$ cat src/rtl/host_cmd_uart_if.sv
// rtl/host_cmd_uart_if.sv - command/response handshake bundle for host_cmd_uart
interface host_cmd_uart_if;
    logic [23:0] cmd;
    logic        send_cmd;
    logic        busy;
    logic        cmd_sent;
    logic [7:0]  resp;
    logic        resp_rdy;
    logic        clr_resp_rdy;
    logic        resp_tmo;
    logic        frm_err;

    modport master (
        output cmd, send_cmd, clr_resp_rdy,
        input  busy, cmd_sent, resp, resp_rdy, resp_tmo, frm_err
    );

    modport slave (
        input  cmd, send_cmd, clr_resp_rdy,
        output busy, cmd_sent, resp, resp_rdy, resp_tmo, frm_err
    );
endinterface

$ cat src/rtl/host_cmd_uart.sv
// rtl/host_cmd_uart.sv - host UART: 24-bit command out as three 8N1 frames, response byte in
module host_cmd_uart #(
    parameter int BAUD_DIV = 2604,
    parameter int RESP_TMO = 64
) (
    input  logic               clk,
    input  logic               rst_n,
    host_cmd_uart_if.slave     bus,
    output logic               TX,
    input  logic               RX
);
    localparam int CW = 12;
    localparam int TW = $clog2(RESP_TMO + 1);
    localparam logic [CW-1:0] BIT_END = CW'(BAUD_DIV - 1);
    localparam logic [CW-1:0] MID_END = CW'(BAUD_DIV / 2 - 1);
    localparam logic [TW-1:0] TMO_END = TW'(RESP_TMO - 1);

    typedef enum logic [2:0] {IDLE, START, DATA, STOP, WAIT_RESP} tx_state_t;
    typedef enum logic [1:0] {R_IDLE, R_START, R_DATA, R_STOP} rx_state_t;

    tx_state_t     r_tx_state;
    logic [23:0]   r_shift;
    logic [1:0]    r_byte_cnt;
    logic [2:0]    r_bit_cnt;
    logic [CW-1:0] r_tx_baud;
    logic [TW-1:0] r_tmo_cnt;
    logic          r_tx;
    logic          r_busy;
    logic          r_cmd_sent;
    logic          r_resp_tmo;

    rx_state_t     r_rx_state;
    logic [2:0]    r_rx_sync;
    logic [CW-1:0] r_rx_baud;
    logic [2:0]    r_rx_bit;
    logic [7:0]    r_rx_shift;
    logic [7:0]    r_resp;
    logic          r_resp_rdy;
    logic          r_frm_err;

    logic [7:0] w_cur_byte;
    logic       w_tx_tick;
    logic       w_accept;
    logic       w_rx_bit;
    logic       w_rx_fall;
    logic       w_rx_done;

    assign w_cur_byte = r_shift[23:16];
    assign w_tx_tick  = (r_tx_baud == BIT_END);
    assign w_accept   = (r_tx_state == IDLE) && bus.send_cmd;
    // r_rx_sync[1] is the synchronized line; r_rx_sync[2] is its previous value
    assign w_rx_bit   = r_rx_sync[1];
    assign w_rx_fall  = r_rx_sync[2] & ~r_rx_sync[1];
    assign w_rx_done  = (r_rx_state == R_STOP) && (r_rx_baud == BIT_END);

    always_ff @(posedge clk or negedge rst_n) begin
        if (!rst_n) begin
            r_tx_state <= IDLE;
            r_shift    <= '0;
            r_byte_cnt <= '0;
            r_bit_cnt  <= '0;
            r_tx_baud  <= '0;
            r_tmo_cnt  <= '0;
            r_tx       <= 1'b1;
            r_busy     <= 1'b0;
            r_cmd_sent <= 1'b0;
            r_resp_tmo <= 1'b0;
        end else begin
            r_cmd_sent <= 1'b0;
            r_resp_tmo <= 1'b0;
            case (r_tx_state)
                IDLE: if (bus.send_cmd) begin
                    r_shift    <= bus.cmd;
                    r_byte_cnt <= '0;
                    r_tx_baud  <= '0;
                    r_tx       <= 1'b0;
                    r_busy     <= 1'b1;
                    r_tx_state <= START;
                end
                START: if (w_tx_tick) begin
                    r_tx_baud  <= '0;
                    r_bit_cnt  <= '0;
                    r_tx       <= w_cur_byte[0];
                    r_tx_state <= DATA;
                end else r_tx_baud <= r_tx_baud + 1'b1;
                DATA: if (w_tx_tick) begin
                    r_tx_baud <= '0;
                    if (r_bit_cnt == 3'd7) begin
                        r_tx       <= 1'b1;
                        r_tx_state <= STOP;
                    end else begin
                        r_bit_cnt <= r_bit_cnt + 1'b1;
                        r_tx      <= w_cur_byte[r_bit_cnt + 3'd1];
                    end
                end else r_tx_baud <= r_tx_baud + 1'b1;
                STOP: if (w_tx_tick) begin
                    r_tx_baud <= '0;
                    if (r_byte_cnt != 2'd2) begin
                        r_byte_cnt <= r_byte_cnt + 1'b1;
                        r_shift    <= {r_shift[15:0], 8'h00};
                        r_tx       <= 1'b0;
                        r_tx_state <= START;
                    end else begin
                        r_cmd_sent <= 1'b1;
                        r_tmo_cnt  <= '0;
                        r_tx_state <= WAIT_RESP;
                    end
                end else r_tx_baud <= r_tx_baud + 1'b1;
                WAIT_RESP: begin
                    // the timeout clock pauses while the receiver is mid-byte
                    if (w_rx_done) begin
                        r_busy     <= 1'b0;
                        r_tx_state <= IDLE;
                    end else if (r_rx_state == R_IDLE) begin
                        if (w_tx_tick) begin
                            r_tx_baud <= '0;
                            if (r_tmo_cnt == TMO_END) begin
                                r_resp_tmo <= 1'b1;
                                r_busy     <= 1'b0;
                                r_tx_state <= IDLE;
                            end else r_tmo_cnt <= r_tmo_cnt + 1'b1;
                        end else r_tx_baud <= r_tx_baud + 1'b1;
                    end
                end
                default: r_tx_state <= IDLE;
            endcase
        end
    end

    always_ff @(posedge clk or negedge rst_n) begin
        if (!rst_n) begin
            r_rx_state <= R_IDLE;
            r_rx_sync  <= 3'b111;
            r_rx_baud  <= '0;
            r_rx_bit   <= '0;
            r_rx_shift <= '0;
            r_resp     <= 8'h00;
            r_resp_rdy <= 1'b0;
            r_frm_err  <= 1'b0;
        end else begin
            r_rx_sync <= {r_rx_sync[1:0], RX};
            r_frm_err <= 1'b0;
            if (w_accept || bus.clr_resp_rdy) r_resp_rdy <= 1'b0;
            case (r_rx_state)
                R_IDLE: if (w_rx_fall) begin
                    r_rx_baud  <= '0;
                    r_rx_state <= R_START;
                end
                R_START: if (r_rx_baud == MID_END) begin
                    r_rx_baud  <= '0;
                    r_rx_bit   <= '0;
                    r_rx_state <= w_rx_bit ? R_IDLE : R_DATA;
                end else r_rx_baud <= r_rx_baud + 1'b1;
                R_DATA: if (r_rx_baud == BIT_END) begin
                    r_rx_baud  <= '0;
                    r_rx_shift <= {w_rx_bit, r_rx_shift[7:1]};
                    if (r_rx_bit == 3'd7) r_rx_state <= R_STOP;
                    else r_rx_bit <= r_rx_bit + 1'b1;
                end else r_rx_baud <= r_rx_baud + 1'b1;
                R_STOP: if (w_rx_done) begin
                    // a good byte's set overrides a same-cycle clear above
                    r_rx_baud  <= '0;
                    r_rx_state <= R_IDLE;
                    if (w_rx_bit) begin
                        r_resp     <= r_rx_shift;
                        r_resp_rdy <= 1'b1;
                    end else r_frm_err <= 1'b1;
                end else r_rx_baud <= r_rx_baud + 1'b1;
                default: r_rx_state <= R_IDLE;
            endcase
        end
    end

    assign TX           = r_tx;
    assign bus.busy     = r_busy;
    assign bus.cmd_sent = r_cmd_sent;
    assign bus.resp     = r_resp;
    assign bus.resp_rdy = r_resp_rdy;
    assign bus.resp_tmo = r_resp_tmo;
    assign bus.frm_err  = r_frm_err;
endmodule

$ cat src/flat_wrapper.sv
// flat-port wrapper written by rule: the top's interface ports become plain ports
module host_cmd_uart_flat 
#(
    parameter int BAUD_DIV = 2604,
    parameter int RESP_TMO = 64
)
  (clk, rst_n, TX, RX, bus_cmd, bus_send_cmd, bus_clr_resp_rdy, bus_busy, bus_cmd_sent, bus_resp, bus_resp_rdy, bus_resp_tmo, bus_frm_err);
  host_cmd_uart_if bus_i ();
  input  logic clk;
  input  logic rst_n;
  output logic TX;
  input  logic RX;
  input wire logic [$bits(bus_i.cmd)-1:0] bus_cmd;
  input wire logic [$bits(bus_i.send_cmd)-1:0] bus_send_cmd;
  input wire logic [$bits(bus_i.clr_resp_rdy)-1:0] bus_clr_resp_rdy;
  output wire logic [$bits(bus_i.busy)-1:0] bus_busy;
  output wire logic [$bits(bus_i.cmd_sent)-1:0] bus_cmd_sent;
  output wire logic [$bits(bus_i.resp)-1:0] bus_resp;
  output wire logic [$bits(bus_i.resp_rdy)-1:0] bus_resp_rdy;
  output wire logic [$bits(bus_i.resp_tmo)-1:0] bus_resp_tmo;
  output wire logic [$bits(bus_i.frm_err)-1:0] bus_frm_err;
  assign bus_i.cmd = bus_cmd;
  assign bus_i.send_cmd = bus_send_cmd;
  assign bus_i.clr_resp_rdy = bus_clr_resp_rdy;
  assign bus_busy = bus_i.busy;
  assign bus_cmd_sent = bus_i.cmd_sent;
  assign bus_resp = bus_i.resp;
  assign bus_resp_rdy = bus_i.resp_rdy;
  assign bus_resp_tmo = bus_i.resp_tmo;
  assign bus_frm_err = bus_i.frm_err;
  host_cmd_uart #(.BAUD_DIV(BAUD_DIV), .RESP_TMO(RESP_TMO)) u_core (.clk(clk), .rst_n(rst_n), .bus(bus_i), .TX(TX), .RX(RX));
endmodule
$ cat config.mk
export PLATFORM = sky130hd
export DESIGN_NAME = host_cmd_uart_flat
export DESIGN_NICKNAME = d
export VERILOG_FILES = /design/src/rtl/host_cmd_uart_if.sv /design/src/rtl/host_cmd_uart.sv /design/src/flat_wrapper.sv
export SDC_FILE = /design/constraint.sdc
export NUM_CORES = 1
export LEC_CHECK = 0
export CORE_UTILIZATION = 65
export DETAILED_ROUTE_END_ITERATION = 6
export DONT_BUFFER_PORTS = 1
export PLACE_DENSITY = 0.81
export SLEW_MARGIN = 40
export SYNTH_ARGS = -nofsm -noshare
export SYNTH_HDL_FRONTEND = slang
export SYNTH_SLANG_ARGS = --single-unit
$ cat constraint.sdc
create_clock -name clk -period 3.5 [get_ports clk]
set_input_delay 0.7 -clock clk [delete_from_list [all_inputs] [get_ports clk]]
set_output_delay 0.7 -clock clk [all_outputs]
set_load 0.01 [all_outputs]
# == Word level (Yosys, flattened, before mapping) ==
# Cells that the tools add are included.
# word_totals
out_inout_bits,14
elab_cells,167
regBits,93
# op_classes
reduce_logical,24
bitwise,2
n_mux,81
n_addsub,6
n_lt_le_gt_ge,1
n_eq_ne,35
# op_table
operator,count
2-to-1 mux 12 bit,8
2-to-1 mux 24 bit,3
2-to-1 mux 3 bit,16
case mux 12 bit (4 select lines),1
case mux 24 bit (2 select lines),1
2-to-1 mux 7 bit,6
case mux 12 bit (3 select lines),1
2-to-1 mux 1 bit,27
adder 12 x 1 -> 12 bit (second input constant),2
equality test 12 bit (second input constant),2
!= test 2 x 1 -> 1 bit (second input constant),12
2-to-1 mux 2 bit,9
AND reduction 4 bit,4
case mux 3 bit (5 select lines),1
!= test 2 bit (second input constant),7
case mux 7 bit (2 select lines),1
equality test 12 x 11 -> 1 bit (second input constant),1
case mux 3 bit (2 select lines),2
AND reduction 5 bit,2
nonzero test 2 bit,5
equality test 3 bit (second input constant),3
!= test 3 x 1 -> 1 bit (second input constant),3
case mux 2 bit (4 select lines),1
AND reduction 8 bit,1
other kinds (26),30

# == Depth between registers and ports, before layout ==
# Gate-level depths: netlist (run 1).
# logic_depth
word_depth,7
depth_mapped,8
ltp_nobuf,6

# == Least setup slack after synthesis (run 1) ==
# OpenSTA, ideal clock, no wires.
# synth_timing
path_type,register to register
startpoint,register u_core.r_tx_baud[0]
endpoint,register u_core.r_byte_cnt[0]
required_time_ns,3.375
slack_ns,1.495
stages_incl_launch_ff,9
period_less_slack_ns,2.005
arrival_ns,1.880
cell_sequence,dfrtp_1 -> ha_1 -> and4b_4 -> and3_1 -> buf_6 -> a31o_1 -> buf_6 -> buf_6 -> mux2_4
# synth_between
elab_chain_cells,3
# synth_lines
element,line,rtl
"start, declared",host_cmd_uart.sv:25,logic [CW-1:0] r_tx_baud;
"start signal, assigned",host_cmd_uart.sv:85,end else r_tx_baud <= r_tx_baud + 1'b1;
"start signal, assigned",host_cmd_uart.sv:95,end else r_tx_baud <= r_tx_baud + 1'b1;
"start signal, assigned",host_cmd_uart.sv:108,end else r_tx_baud <= r_tx_baud + 1'b1;
equality test 12 bit,host_cmd_uart.sv:49,assign w_tx_tick = (r_tx_baud == BIT_END);
!= test 2 x 1 -> 1 bit (no source line),n/a,
AND reduction 4 bit (no source line),n/a,
"end signal, assigned",host_cmd_uart.sv:99,r_byte_cnt <= r_byte_cnt + 1'b1;
"end, declared",host_cmd_uart.sv:23,logic [1:0] r_byte_cnt;
# Every way passes these cells.
# A chain may end at the register's enable or synchronous reset.

# == Worst setup path in the final report (run 1) ==
# layout_timing
startpoint,register u_core.r_rx_baud[1]
endpoint,register u_core.r_rx_baud[1]
# layout_between
elab_chain_cells,4
# layout_lines
element,line,rtl
"start, declared",host_cmd_uart.sv:34,logic [CW-1:0] r_rx_baud;
"start signal, assigned",host_cmd_uart.sv:153,end else r_rx_baud <= r_rx_baud + 1'b1;
"start signal, assigned",host_cmd_uart.sv:159,end else r_rx_baud <= r_rx_baud + 1'b1;
"start signal, assigned",host_cmd_uart.sv:168,end else r_rx_baud <= r_rx_baud + 1'b1;
branches (longest 3 deep; another with adder 12 x 1 -> 12 bit),n/a,
case mux 12 bit (4 select lines) (*),host_cmd_uart.sv:144,case (r_rx_state)
# Every way passes the cells marked *.

==> impl_metrics.ini, run 1 <==
[timing]
setup_tns_ns = 0
worst_pin_slew_ns = 0.732
drv_slew = 0
timing.slew.headroom_pct = 51.0
finClkSkew_ns = 0.0132
fin_crit_sh_pct = 69.0
hold_viol = 0
max_freq_mhz = 414
rsz0062_at_grt = no
setup_viol = 0
post-route-min-period_ns = 2.41

[placement]
place_congestion = 0.884
dp_hpwl_microns = 6940
port_buffers = 0

[synthesis]
async_reset_ff_share_pct = 100
ys.flop_type = dfrtp_1
synth_enable_flop_cells = 0
synth.area.top_cells = dfrtp_1 (44%), mux2_2 (9.5%), mux2_4 (3.0%)
ys.warnings.count = 0
synth_area_per_cell_sq_um = 11.3
synth.cell_area_sq_um = 5000
ys_ff_latch = 93
ys_seq_area_share_pct = 46.6
yosysTopAreaCell = dfrtp_1
postSynthCellCount = 443
yosys.area.top_type_share_pct = 44.5
syn_nets = 481
yosysUniqueCellTypes = 74

[layout]
ff_latch_area_sq_um = 2330
layout-drive-gt1-share_pct = 22.9
mostFrequentLayoutCells = dfrtp_1 (89), mux2_2 (42), nand2_1 (27)
area_growth_pct = 5.13
num_antenna_cells = 0
fill_cells = 523
multi_input_area_sq_um = 2470
layout_commonest_cell = dfrtp_1
finalNetCount = 469

[grt]
grt.total_usage_pct = 27.0
grt_pass1_wl_microns = 17400
grt_pass1_vias = 3566
grt_max_degree = 94
antenna_found_initial = 0
grt-ovfl-total = 0

[die]
die_w_microns = 89.7
die_area_sq_um = 8050
ioPinCount = 43
die_h_microns = 89.7
core_sq_um = 7330
rows = 31
start_util_pct = 68.3

[clock_tree]
cts_resized = 0
clkSlewWorstSetupHoldPaths_ns = 0.09
cts_buffer_depth = 2
clk-insertion-delay-late_ns = 0.36
post-cts-setup-buffers = 0
cts_made_buffers = 9
cts-root-buf = clkbuf_8
cts.htree.levels = 3
cts_tree = yes
cts.sinks = 93
holdBufCountCts = 0

[run_status]
status = complete, no violations

[critical_path]
setup.worst_path.start_class = flip-flop
endpoint_kind = flip-flop
slowest_stage = nor2_2
worstPathArrival_ns = 2.62
critPathTopFamily = simple AND/OR/NAND/NOR gates
crit_required_ns = 3.71
slowest_delay_ns = 0.56
criticalPathCategory = flip-flop to flip-flop
crit_buf_inv = 1
path_cells = inv_1 -> ha_1 -> or4b_1 -> o31a_1 -> nor2_2 -> o22ai_1
crit_fanout = 11

[drt]
remaining_drc_errors = 0
vias = 3564
wl_microns = 10200
dr.pass1.iters = 6
ant_nets = 0
routed.top_layer = met4
met3WireLength_microns = 538
met2_length_microns = 4890
wl_per_cell_microns = 19.0
wl_met1_microns = 4500
via_per_inst = 6.66
drt-initial-drc-count = 205

[power]
peakVddDrop_uv = 306
power.density_nw_per_um2 = 470
leakagePower_nw = 2.25
p_total_mw = 2.47

[worst_hold_path]
hold_class = primary input to asynchronous set/reset pin

[flow_run]
max-cap-violations = 0
==> final cells by class <==
type                            instances  area share, %
Timing Repair Buffer                    5          0.761
Tap cell                               99           2.35
Multi-Input combinational cell        308           46.9
Sequential cell                        93           44.3
Inverter                               14          0.999
Clock inverter                          6           2.21
Clock buffer                           10           2.43
==> power breakdown <==
group	switching (mW)	internal, mW	leakage (nW)
Clock	0.394	0.482	0.121
Sequential	0.158	1.16	1.21
Combinational	0.131	0.147	0.910
Total	0.683	1.79	2.25
==> sequential cells by signal, summed over array words and instances, names as in the netlist, 2 cells and up, named ones only <==
register	count
u_core.r_rx_baud	12
u_core.r_bit_cnt	3
u_core.bus.resp	8
u_core.r_byte_cnt	2
u_core.r_rx_shift	8
u_core.r_shift	24
u_core.r_tmo_cnt	7
u_core.r_tx_state	3
u_core.r_tx_baud	12
u_core.r_rx_sync	3
u_core.r_rx_bit	3
==> Yosys cell counts (11+ instances only) <==
cell type	count
nand2_1	27
a22o_1	13
nor2_1	12
inv_1	14
dfrtp_1	89
o21ai_0	19
clkbuf_1	11
nor3_1	11
a31oi_1	13
nand3_1	18
mux2_2	42
==> metrics by stage <==
stage	hold slack, ns	cell area (sq um)	utilization [%]	cells	setup slack, ns
after floorplan	0.345	5000	-	443	1.50
after global placement	0.347	5000	68.2	518	1.20
after detailed placement	0.356	5000	68.2	518	1.10
after CTS	0.0121	5250	71.6	534	1.08
after global routing	0.000846	5260	71.8	535	0.918
final	0.0231	5260	71.8	535	1.09
==> metal layers <==
metal  up-vias  track usage (%)
li1       1655                -
met1      1770             35.3
met2       118             43.7
met3        21             5.75
met4         0             11.5
met5         -                0
==> final timing paths <==
| path | depth (start not counted) | from | slack [ns] | endpoint |
|---|---|---|---|---|
| min in group clk | 0 | RX | 0.33 | u_core.r_rx_sync[0] |
| max in group asynchronous | 1 | rst_n | 2.51 | u_core.r_tx_baud[11] |
| min | 0 | rst_n | 0.02 | u_core.bus.resp[2] |
| max | 6 | u_core.r_rx_baud[1] | 1.09 | u_core.r_rx_baud[1] |
| min reg2reg | 0 | u_core.r_rx_sync[0] | 0.37 | u_core.r_rx_sync[1] |
| max reg2reg | 6 | u_core.r_rx_baud[1] | 1.09 | u_core.r_rx_baud[1] |
==> kinds of logic (layout without fill, tap and decap cells) <==
logic type	count (synthesis)	after routing	synth area share (%)
AO/OA/AOI/OAI	96	96	14.2
adder cells (fa/ha/maj)	9	9	2.25
AND/OR/NAND/NOR	137	137	17.0
flip-flops	93	93	46.6
buffers and inverters	42	35	4.30
XOR/XNOR	5	5	0.875
multiplexers	61	61	14.7
(Power assumes the default switching activity.)
==> inputs of run 2 (changes only) <==
--- a/config.mk
+++ b/config.mk
@@ -5,10 +5,10 @@
 export SDC_FILE = /design/constraint.sdc
 export NUM_CORES = 1
 export LEC_CHECK = 0
-export CORE_UTILIZATION = 65
+export CORE_UTILIZATION = 64
 export DETAILED_ROUTE_END_ITERATION = 6
 export DONT_BUFFER_PORTS = 1
-export PLACE_DENSITY = 0.81
+export PLACE_DENSITY = 0.8
 export SLEW_MARGIN = 40
 export SYNTH_ARGS = -nofsm -noshare
 export SYNTH_HDL_FRONTEND = slang
==> constraint.sdc (replaced) <==
create_clock -name clk -period 2.5 [get_ports clk]
set_input_delay 0.5 -clock clk [delete_from_list [all_inputs] [get_ports clk]]
set_output_delay 0.5 -clock clk [all_outputs]
set_load 0.01 [all_outputs]
==> impl_metrics.ini, run 2 (synthesized netlist as in run 1, its figures left out) <==
[placement]
place_area_sq_um = 5060
port_buffers = 0
placedCellCount = 524
dp_hpwl_microns = 6710
place_congestion = 0.939

[layout]
reg.largest.list = u_core.r_shift x24, u_core.r_rx_baud x12, u_core.r_tx_baud x12
mostFrequentLayoutCells = dfrtp_1 (89), mux2_2 (42), nand2_1 (27)
top_register = u_core.r_shift
finalNetCount = 474
fin_util_pct = 71.0
layout-drive-gt1-share_pct = 23.8
multi_input_area_sq_um = 2460
ff_latch_area_sq_um = 2330
num_antenna_cells = 0
area_growth_pct = 5.10
largest_register_ffs = 24
fill_cells = 535
final_cells = 540
final_cell_area_sq_um = 5260
layout_commonest_cell = dfrtp_1

[power]
power.switching_mw = 0.938
leakagePower_nw = 2.25
internal_power_mw = 2.30
pwr-share-comb_pct = 11.6
p_seq_share_pct = 57.0
peakVddDrop_uv = 389
power.density_nw_per_um2 = 616
clkPwrFrac_pct = 31.4
p_sw_share_pct = 28.9

[critical_path]
criticalPathCategory = flip-flop to flip-flop
critPathTopFamily = simple AND/OR/NAND/NOR gates
setup.worst_path.start_class = flip-flop
crit_required_ns = 2.74
worstPathArrival_ns = 2.50
crit_fanout = 8
endpoint_kind = flip-flop
slowest_delay_ns = 0.44
r2r_slack_ns = 0.24
crit_buf_inv = 2
path_cells = inv_1 -> ha_1 -> or4b_1 -> o31a_1 -> nor2_2 -> buf_4 -> o211ai_2
slowest_stage = or4b_1

[timing]
fin_hold_ws_ns = -0.183
worst_pin_slew_ns = 0.733
max_freq_mhz = 443
finClkSkew_ns = 0.00756
rsz0062_at_grt = no
fin_crit_sh_pct = 90.3
timing.slew.headroom_pct = 50.9
hold_viol = 92
setup_tns_ns = 0
drv_slew = 0
setup_viol = 0
post-route-min-period_ns = 2.26

[clock_tree]
cts_tree = yes
cts-root-buf = clkbuf_8
cts.htree.levels = 3
cts_made_buffers = 9
cts_buffer_depth = 2
cts_resized = 0
clkSlewWorstSetupHoldPaths_ns = 0.09
post-cts-setup-buffers = 0
cts.sinks = 93
clk-insertion-delay-late_ns = 0.37

[grt]
grt-ovfl-total = 0
grt_max_degree = 94
grt_pass1_vias = 3393
grt_pass1_wl_microns = 16400
antenna_found_initial = 0
grt.total_usage_pct = 25.2

[die]
die_h_microns = 90.4
die_w_microns = 90.4
rows = 31
die_area_sq_um = 8180
ioPinCount = 43
start_util_pct = 67.6
core_sq_um = 7410

[worst_hold_path]
hold_class = primary input to asynchronous set/reset pin

[drt]
via_per_inst = 6.53
dr.pass1.iters = 4
vias = 3525
drt-initial-drc-count = 217
wl_microns = 9620
remaining_drc_errors = 0
ant_nets = 0
wl_per_cell_microns = 17.8

[run_status]
status = finished with violations
violations = negative hold slack

[flow_run]
max-cap-violations = 0
[run 2: cell count changes in the layout (fill, tap and decap cells not counted), sizes merged]
cell and delta:
dlygate4sd3 -1, bufinv -2, clkinv +3, buf +6, inv -1
[run 2: cell type report]
class / instances / area share (%)
repair buffers: 10 / 1.67
multi-input cells: 308 / 46.8
inverters: 14 / 0.999
clock buffers: 10 / 2.43
flip-flops and latches: 93 / 44.3
well taps: 99 / 2.35
clock inverters: 6 / 1.38
[run 2: metrics by stage]
| step | power [mW] | setup slack (ns) |
|---|---|---|
| after detailed placement | 2.24 | 0.271 |
| after global placement | 2.22 | 0.358 |
| after global routing | 3.38 | 0.101 |
| after CTS | 3.25 | 0.254 |
| final | 3.24 | 0.243 |
| after floorplan | 2.15 | 0.495 |
[run 2: metal layers]
layer | GRT usage [%] | wire length, microns | part of all wire, %
met4 | 11.3 | 199 | 2.1
met2 | 37.8 | 4510 | 47
met5 | 0 | 0 | 0
met3 | 5.30 | 511 | 5.3
met1 | 35.5 | 4410 | 46
[run 2: final timing paths]
check / startpoint / endpoint / cells past startpoint
worst max-delay path: u_core.r_rx_baud[1] / u_core.r_rx_baud[7] / 7
worst min-delay path: rst_n / u_core.bus.resp[4] / 0
worst max register to register: u_core.r_rx_baud[1] / u_core.r_rx_baud[7] / 7
worst min register to register: u_core.r_rx_sync[0] / u_core.r_rx_sync[1] / 0
max in group asynchronous: rst_n / u_core.TX / 0
min in group clk: RX / u_core.r_rx_sync[0] / 0
[run 2: power groups by stage]
stage	registers [mW]	logic [mW]	clock network (mW)
6_report	1.85	0.377	1.02
5_1_grt	1.87	0.421	1.09
4_1_cts	1.84	0.377	1.04
3_5_place_dp	1.87	0.375	0
3_3_place_gp	1.86	0.360	0
2_1_floorplan	1.74	0.411	0
[run 2: worst reg2reg max path: stages (launching register included)]
cell and delay (ns):
dfrtp_1 0.43, inv_1 0.09, ha_1 0.15, or4b_1 0.44, o31a_1 0.40, nor2_2 0.28, buf_4 0.23, o211ai_2 0.11
